--- src/rtl/mem_access_pkg.sv ---
// Shared types and constants for the MEM stage: FSM states, funct3 size codes, strobe patterns.
package mem_access_pkg;

  typedef enum logic [1:0] {
    StIdle,
    StReq,
    StDone,
    StFault
  } mem_state_e;

  // funct3[1:0] selects access size; funct3[2] selects zero-extension on loads.
  localparam logic [1:0] SizeByte = 2'b00;
  localparam logic [1:0] SizeHalf = 2'b01;

  localparam logic [3:0] StrbByte = 4'b0001;
  localparam logic [3:0] StrbHalf = 4'b0011;
  localparam logic [3:0] StrbWord = 4'b1111;

  function automatic logic is_misaligned(input logic [2:0] funct3, input logic [1:0] off);
    case (funct3[1:0])
      SizeByte: return 1'b0;
      SizeHalf: return off[0];
      default:  return off != 2'b00;
    endcase
  endfunction

endpackage

--- src/rtl/mem_lane_align.sv ---
// Combinational byte-lane steering: load extract/extend and store strobe/replication.
module mem_lane_align
  import mem_access_pkg::*;
#(
  parameter int unsigned XLEN = 32
) (
  input  logic [2:0]      i_funct3,
  input  logic [1:0]      i_off,
  input  logic [XLEN-1:0] i_rdata,
  input  logic [XLEN-1:0] i_wdata,
  output logic [XLEN-1:0] o_load_data,
  output logic [XLEN-1:0] o_wdata,
  output logic [3:0]      o_wstrb
);

  logic [7:0]  w_byte;
  logic [15:0] w_half;
  logic        w_unsigned;

  assign w_byte     = i_rdata[{i_off, 3'b000} +: 8];
  assign w_half     = i_rdata[{i_off[1], 4'b0000} +: 16];
  assign w_unsigned = i_funct3[2];

  always_comb begin
    o_load_data = i_rdata;
    o_wdata     = i_wdata;
    o_wstrb     = StrbWord;
    case (i_funct3[1:0])
      SizeByte: begin
        o_load_data = {{(XLEN-8){~w_unsigned & w_byte[7]}}, w_byte};
        o_wdata     = {(XLEN/8){i_wdata[7:0]}};
        o_wstrb     = StrbByte << i_off;
      end
      SizeHalf: begin
        o_load_data = {{(XLEN-16){~w_unsigned & w_half[15]}}, w_half};
        o_wdata     = {(XLEN/16){i_wdata[15:0]}};
        o_wstrb     = StrbHalf << {i_off[1], 1'b0};
      end
      default: begin
        o_load_data = i_rdata;
        o_wdata     = i_wdata;
        o_wstrb     = StrbWord;
      end
    endcase
  end

endmodule

--- src/rtl/mem_access.sv ---
// MEM stage: single outstanding req/ack bus transaction per load/store, with timeout abort.
// Optional misaligned-access trap enabled by defining MEM_ACCESS_MISALIGN_TRAP_EN.
module mem_access
  import mem_access_pkg::*;
#(
  parameter int unsigned XLEN           = 32,
  parameter int unsigned TIMEOUT_CYCLES = 255,
  parameter int unsigned TIMEOUT_W      = 8
) (
  input  logic            i_clk,
  input  logic            i_rst_n,
  input  logic            i_mem_load_en,
  input  logic [XLEN-1:0] i_mem_load_addr,
  input  logic [4:0]      i_mem_load_regs_addr,
  input  logic            i_mem_store_en,
  input  logic [XLEN-1:0] i_mem_store_addr,
  input  logic [XLEN-1:0] i_mem_store_data,
  input  logic [2:0]      i_mem_funct3,
  output logic            o_bus_req,
  output logic            o_bus_we,
  output logic [XLEN-1:0] o_bus_addr,
  output logic [XLEN-1:0] o_bus_wdata,
  output logic [3:0]      o_bus_wstrb,
  input  logic            i_bus_ack,
  input  logic [XLEN-1:0] i_bus_rdata,
  output logic            o_regs_write_en,
  output logic [4:0]      o_regs_write_addr,
  output logic [XLEN-1:0] o_regs_write_data,
  output logic            o_pause_signal,
  output logic            o_bus_error,
  output logic            o_misalign_fault
);

  localparam logic [TIMEOUT_W-1:0] TimeoutLast = TIMEOUT_W'(TIMEOUT_CYCLES - 1);

  mem_state_e           r_state, w_state_d;
  logic [TIMEOUT_W-1:0] r_cnt, w_cnt_d;
  logic                 r_bus_error, w_bus_error_d;
  logic                 r_is_load;
  logic [XLEN-1:0]      r_addr;
  logic [XLEN-1:0]      r_wdata;
  logic [4:0]           r_rd;
  logic [2:0]           r_funct3;
  logic [XLEN-1:0]      r_load_data;

  logic            w_start;
  logic            w_capture;
  logic [XLEN-1:0] w_sel_addr;
  logic            w_misalign;
  logic            w_in_req;
  logic            w_store_req;
  logic [XLEN-1:0] w_load_data;
  logic [XLEN-1:0] w_wdata;
  logic [3:0]      w_wstrb;

  // Load has priority; a simultaneous store is dropped.
  assign w_start    = i_mem_load_en | i_mem_store_en;
  assign w_capture  = (r_state == StIdle) & w_start;
  assign w_sel_addr = i_mem_load_en ? i_mem_load_addr : i_mem_store_addr;

`ifdef MEM_ACCESS_MISALIGN_TRAP_EN
  assign w_misalign       = is_misaligned(i_mem_funct3, w_sel_addr[1:0]);
  assign o_misalign_fault = (r_state == StFault);
`else
  assign w_misalign       = 1'b0;
  assign o_misalign_fault = 1'b0;
`endif

  mem_lane_align #(
    .XLEN(XLEN)
  ) u_lane_align (
    .i_funct3   (r_funct3),
    .i_off      (r_addr[1:0]),
    .i_rdata    (i_bus_rdata),
    .i_wdata    (r_wdata),
    .o_load_data(w_load_data),
    .o_wdata    (w_wdata),
    .o_wstrb    (w_wstrb)
  );

  always_comb begin
    w_state_d     = r_state;
    w_cnt_d       = r_cnt;
    w_bus_error_d = 1'b0;
    case (r_state)
      StIdle: begin
        if (w_start) begin
          w_state_d = w_misalign ? StFault : StReq;
        end
      end
      StReq: begin
        if (i_bus_ack) begin
          w_state_d = StDone;
          w_cnt_d   = '0;
        end else if (r_cnt == TimeoutLast) begin
          w_state_d     = StIdle;
          w_cnt_d       = '0;
          w_bus_error_d = 1'b1;
        end else begin
          w_cnt_d = r_cnt + 1'b1;
        end
      end
      StDone:  w_state_d = StIdle;
      StFault: w_state_d = StIdle;
      default: w_state_d = StIdle;
    endcase
  end

  always_ff @(posedge i_clk) begin
    if (!i_rst_n) begin
      r_state     <= StIdle;
      r_cnt       <= '0;
      r_bus_error <= 1'b0;
      r_is_load   <= 1'b0;
      r_addr      <= '0;
      r_wdata     <= '0;
      r_rd        <= '0;
      r_funct3    <= '0;
      r_load_data <= '0;
    end else begin
      r_state     <= w_state_d;
      r_cnt       <= w_cnt_d;
      r_bus_error <= w_bus_error_d;
      if (w_capture) begin
        r_is_load <= i_mem_load_en;
        r_addr    <= w_sel_addr;
        r_wdata   <= i_mem_store_data;
        r_rd      <= i_mem_load_regs_addr;
        r_funct3  <= i_mem_funct3;
      end
      if ((r_state == StReq) && i_bus_ack) begin
        r_load_data <= w_load_data;
      end
    end
  end

  assign w_in_req    = (r_state == StReq);
  assign w_store_req = w_in_req & ~r_is_load;

  assign o_bus_req   = w_in_req;
  assign o_bus_we    = w_store_req;
  assign o_bus_addr  = w_in_req ? {r_addr[XLEN-1:2], 2'b00} : '0;
  assign o_bus_wdata = w_store_req ? w_wdata : '0;
  assign o_bus_wstrb = w_store_req ? w_wstrb : 4'b0000;

  // Writeback to x0 is suppressed but the bus transaction still happens.
  assign o_regs_write_en   = (r_state == StDone) & r_is_load & (r_rd != 5'd0);
  assign o_regs_write_addr = o_regs_write_en ? r_rd : 5'd0;
  assign o_regs_write_data = o_regs_write_en ? r_load_data : '0;

  assign o_pause_signal = ((r_state == StIdle) & w_start) | w_in_req | (r_state == StFault);
  assign o_bus_error    = r_bus_error;

endmodule
--- config.mk ---
export PLATFORM = sky130hd
export DESIGN_NAME = mem_access
export DESIGN_NICKNAME = d
export VERILOG_FILES = /design/src/rtl/mem_access_pkg.sv /design/src/rtl/mem_lane_align.sv /design/src/rtl/mem_access.sv
export SDC_FILE = /design/constraint.sdc
export NUM_CORES = 1
export LEC_CHECK = 0
export ABC_AREA = 1
export BUFFER_PORTS_ARGS = -buffer_cell sky130_fd_sc_hd__buf_2
export CAP_MARGIN = 5
export CORE_MARGIN = 2
export CORE_UTILIZATION = 29
export DETAILED_ROUTE_END_ITERATION = 7
export PLACE_DENSITY = 0.58
export SYNTH_ARGS = -nofsm -noshare
export SYNTH_HDL_FRONTEND = slang
export SYNTH_SLANG_ARGS = --single-unit
--- constraint.sdc ---
create_clock -name i_clk -period 1.9 [get_ports i_clk]
set_input_delay 0.38 -clock i_clk [delete_from_list [all_inputs] [get_ports i_clk]]
set_output_delay 0.38 -clock i_clk [all_outputs]
set_load 0.01 [all_outputs]
==> impl_results.html <==
<table>
<tr><th>Metric</th><th>Value</th></tr>
<tr><th colspan="2">Global routing</th></tr>
<tr><td>Global-route wire length before repair</td><td>about 33 mm</td></tr>
<tr><td>Largest net degree at the start of global routing</td><td>74</td></tr>
<tr><td>Number of global-route vias before repair</td><td>~6500</td></tr>
<tr><td>Initial antenna violation count</td><td>1</td></tr>
<tr><td>Total routing usage reported by global routing</td><td>0.188</td></tr>
<tr><td>Overflow left after global routing</td><td>0</td></tr>
<tr><th colspan="2">Floorplanning</th></tr>
<tr><td>Std-Cell Rows</td><td>52</td></tr>
<tr><td>Total core area</td><td>20400 µm²</td></tr>
<tr><td>Initial core utilization</td><td>0.298</td></tr>
<tr><td>Die outline height</td><td>~150 µm</td></tr>
<tr><td>Die width</td><td>~150 µm</td></tr>
<tr><td>Number of primary I/O pins</td><td>approximately 250</td></tr>
<tr><td>Total die area</td><td>between 20000 and 25000 µm²</td></tr>
<tr><th colspan="2">Synth</th></tr>
<tr><td>Area leader, netlist</td><td>sky130_fd_sc_hd__dfxtp_1</td></tr>
<tr><td>Most repeated cell in the gate-level netlist after synthesis</td><td>sky130_fd_sc_hd__nor2_1</td></tr>
<tr><td>Syn Area/Cell</td><td>about 6.5 µm²</td></tr>
<tr><td>Top cells by count, synth</td><td>162 x sky130_fd_sc_hd__nor2_1, 147 x sky130_fd_sc_hd__nand2_1, 132 x sky130_fd_sc_hd__inv_1, 116 x sky130_fd_sc_hd__dfxtp_1, 102 x sky130_fd_sc_hd__o21ai_0</td></tr>
<tr><td>Count of yosys warnings during synthesis</td><td>0</td></tr>
<tr><td>Sequential area share after synthesis</td><td>0.383</td></tr>
<tr><td>Cell types with the largest area share after synthesis</td><td>sky130_fd_sc_hd__dfxtp_1 38%, sky130_fd_sc_hd__nor2_1 10%, sky130_fd_sc_hd__nand2_1 9.1%</td></tr>
<tr><td>Synth Flop Type</td><td>sky130_fd_sc_hd__dfxtp_1</td></tr>
<tr><td>Fraction of registers with async set/reset</td><td>0</td></tr>
<tr><td>Area share of the largest cell type after synthesis</td><td>0.383</td></tr>
<tr><td>Total standard cell area after synthesis</td><td>~6100 µm²</td></tr>
<tr><td>Number of standard cells after synthesis</td><td>just over 900</td></tr>
<tr><td>Count of flip-flops with a built-in enable after synthesis</td><td>0</td></tr>
<tr><td>Number of distinct standard cells referenced by the synthesized netlist</td><td>36</td></tr>
<tr><td>Post-synthesis sequential element count</td><td>roughly 120</td></tr>
<tr><th colspan="2">Setup path</th></tr>
<tr><td>Required time at the endpoint of the critical path</td><td>around 1.5 ns</td></tr>
<tr><td>Critical path data arrival time</td><td>roughly 1.6 ns</td></tr>
<tr><td>Critical R2R Capture</td><td>r_load_data[17]</td></tr>
<tr><td>Critical path class</td><td>reg2out</td></tr>
<tr><td>R2r startpoint</td><td>r_addr[1]</td></tr>
<tr><td>Worst-case register-to-register setup slack</td><td>0.33 ns</td></tr>
<tr><td>Type of origin of the critical path</td><td>flop</td></tr>
<tr><td>Reg2Reg Depth</td><td>7</td></tr>
<tr><td>Type of destination of the critical path</td><td>output port</td></tr>
<tr><td>Maximum fanout along the worst path</td><td>17</td></tr>
<tr><th colspan="2">Timing</th></tr>
<tr><td>Minimum period implied by the final worst setup slack</td><td>between 1.5 and 2 ns</td></tr>
<tr><td>Total count of max-transition violations in the final report</td><td>0</td></tr>
<tr><td>Unrepaired setup endpoints after global routing</td><td>true</td></tr>
<tr><td>Final Skew</td><td>about 0.016 ns</td></tr>
<tr><td>Final hold violation count</td><td>0</td></tr>
<tr><td>Endpoints failing setup</td><td>45</td></tr>
<tr><td>Highest clock frequency the design can meet</td><td>just over 500 MHz</td></tr>
<tr><td>Fraction of the cycle the final worst path needs</td><td>1.03</td></tr>
<tr><td>Final worst-path setup slack</td><td>-0.0610 ns</td></tr>
<tr><td>Final hold slack</td><td>roughly 0.18 ns</td></tr>
<tr><th colspan="2">Placed design</th></tr>
<tr><td>Cell Area, Placed</td><td>between 7000 and 8000 µm²</td></tr>
<tr><td>DPL Wire Length</td><td>about 15 mm</td></tr>
<tr><td>Routability-driven placement congestion ratio</td><td>between 0.8 and 0.9</td></tr>
<tr><td>Number of buffers inserted by port buffering</td><td>around 250</td></tr>
<tr><td>Worst setup timing slack at the placement stage</td><td>0.0876 ns</td></tr>
<tr><th colspan="2">Clocking</th></tr>
<tr><td>Hold-fix buffers at CTS</td><td>0</td></tr>
<tr><td>Inserted Clock Buffers</td><td>17</td></tr>
<tr><td>CTS tree</td><td>yes</td></tr>
<tr><td>Clk slew on worst S/H paths</td><td>0.05 ns</td></tr>
<tr><td>Number of clock sinks seen by CTS</td><td>116</td></tr>
<tr><td>Clock latency of the later-clocked register in the worst-skew pair</td><td>0.42 ns</td></tr>
<tr><td>Root buf cell</td><td>sky130_fd_sc_hd__clkbuf_16</td></tr>
<tr><td>Clock Tree Buf Depth</td><td>2</td></tr>
<tr><td>H-tree levels</td><td>4</td></tr>
<tr><th colspan="2">Final layout</th></tr>
<tr><td>Final net count</td><td>about 1300</td></tr>
<tr><td>Layout-stage area growth over the synthesis result</td><td>39.9%</td></tr>
<tr><td>Share of layout cells above drive strength 1</td><td>0.320</td></tr>
<tr><td>Final Instance Area</td><td>8490 µm²</td></tr>
<tr><th colspan="2">Job</th></tr>
<tr><td>Max-cap check violation count</td><td>0</td></tr>
<tr><th colspan="2">Routing</th></tr>
<tr><td>Remaining routing DRC violations</td><td>0</td></tr>
<tr><td>Routed via count</td><td>just under 7000</td></tr>
<tr><td>Post-route antenna net violation count</td><td>0</td></tr>
<tr><td>Detailed-route wire length per cell</td><td>~14 µm</td></tr>
<tr><td>Initial detailed-routing violation count</td><td>about 250</td></tr>
<tr><td>Detailed-route vias per instance</td><td>between 4 and 5</td></tr>
<tr><td>Routed Wire Length</td><td>20.7 mm</td></tr>
<tr><td>First-pass detailed-route iteration total</td><td>6</td></tr>
<tr><th colspan="2">Min path</th></tr>
<tr><td>Start point of the worst hold path</td><td>i_bus_ack</td></tr>
<tr><td>Number of cells on the worst hold path</td><td>2</td></tr>
<tr><td>Class of the most critical hold timing path</td><td>in2reg</td></tr>
<tr><td>Endpoint, Worst Hold</td><td>o_bus_error</td></tr>
<tr><th colspan="2">Pwr</th></tr>
<tr><td>PwrDens</td><td>between 800 and 900 nW/µm²</td></tr>
<tr><td>Leakage power</td><td>around 0.0042 µW</td></tr>
<tr><td>Highest ir drop seen on vdd</td><td>~0.00063 V</td></tr>
<tr><th colspan="2">Run status</th></tr>
<tr><td>Violated checks</td><td>setup timing</td></tr>
<tr><td>Run status</td><td>finished with violations</td></tr>
</table>
through the flow:
step | TNS, ns | power [µW] | instances | utilization
after floorplan | 0 | 3760 | 937 | -
after global placement | 0 | 4320 | 1420 | 0.374
after detailed placement | 0 | 4330 | 1420 | 0.374
after CTS | -3.43 | 7680 | 1457 | 0.412
after global routing | -7.39 | 8030 | 1462 | 0.417
final | -1.73 | 7640 | 1462 | 0.417
cell usage in the layout, fill, tap and decap left out, types with 8 or more instances in the layout:
cell and count:
sky130_fd_sc_hd__nand3_1 18, sky130_fd_sc_hd__nand2_1 146, sky130_fd_sc_hd__dfxtp_1 112, sky130_fd_sc_hd__o21ai_1 20
sky130_fd_sc_hd__nor2_1 150, sky130_fd_sc_hd__o21ai_0 94, sky130_fd_sc_hd__a31oi_1 32, sky130_fd_sc_hd__nand4_1 8
sky130_fd_sc_hd__buf_4 27, sky130_fd_sc_hd__o22ai_1 14, sky130_fd_sc_hd__inv_1 128, sky130_fd_sc_hd__clkbuf_16 17
sky130_fd_sc_hd__buf_2 245, sky130_fd_sc_hd__nor2_2 20, sky130_fd_sc_hd__a21oi_1 67
sequential cells by signal, summed over array words and instances, names as in the netlist:
signal	count
r_load_data	32
r_state	2
r_is_load	1
r_cnt	8
o_bus_error	1
r_wdata	32
r_addr	32
r_funct3	3
r_rd	5
worst max path at each step:
stage / slack [ns] / endpoint / start
after floorplan: 0.21 / o_bus_wstrb[2] / r_state[0]
after global placement: 0.09 / o_bus_wstrb[0] / r_funct3[1]
after detailed placement: 0.09 / o_bus_wstrb[0] / r_funct3[1]
after CTS: -0.09 / o_bus_wdata[27] / r_state[1]
after global routing: -0.15 / o_bus_wstrb[2] / r_state[1]
final: -0.06 / o_regs_write_data[3] / r_rd[1]
worst max-delay path, cell delays in order (launching register included):
cell	delay (ns)
sky130_fd_sc_hd__dfxtp_2	0.32
sky130_fd_sc_hd__nor3_2	0.19
sky130_fd_sc_hd__nand3_1	0.14
sky130_fd_sc_hd__nand2_4	0.16
sky130_fd_sc_hd__buf_12	0.17
sky130_fd_sc_hd__nor2_1	0.05
sky130_fd_sc_hd__buf_2	0.13
where the power goes:
| group | leakage [µW] | switching (µW) | total [µW] | internal [µW] |
|---|---|---|---|---|
| Combinational | 0.00292 | 981 | 1590 | 605 |
| Sequential | 0.000960 | 128 | 2800 | 2670 |
| Clock | 0.000292 | 1140 | 3250 | 2110 |
| Total | 0.00417 | 2250 | 7640 | 5390 |
cell families after synthesis:
logic type | count (synthesis) | share of synthesized area
flip-flops | 116 | 0.383
AND/OR/NAND/NOR | 373 | 0.259
XOR/XNOR | 2 | 0.00289
adder cells (fa/ha/maj) | 2 | 0.00412
other | 1 | 0.000618
AO/OA/AOI/OAI | 241 | 0.213
buffers and inverters | 200 | 0.137
cell type report:
cell class	count	area (µm²)
timing repair buffer	285	1660
sequential	116	2330
clock buffer	21	460
multi-input combinational	621	3040
clock inverter	10	131
fill	2188	11900
inverter	138	532
tap	270	338
antenna	1	2.50
per-layer routing:
metal  share of wire  vias up  GRT usage
met5               0        -          0
li1                -     3463          -
met3           0.062       18     0.0506
met4           0.013        0     0.0562
met1            0.45     3050      0.238
met2            0.48      222      0.312
timing repair:
action / 4_1_cts / 5_1_grt
buffers inserted: 5 / 4
cloned: 1 / 0
gates resized for setup: 36 / 23
endpoints found under the setup margin: 102 / 91
pin swaps: 5 / 8
Power figures use the tool's default switching activity.
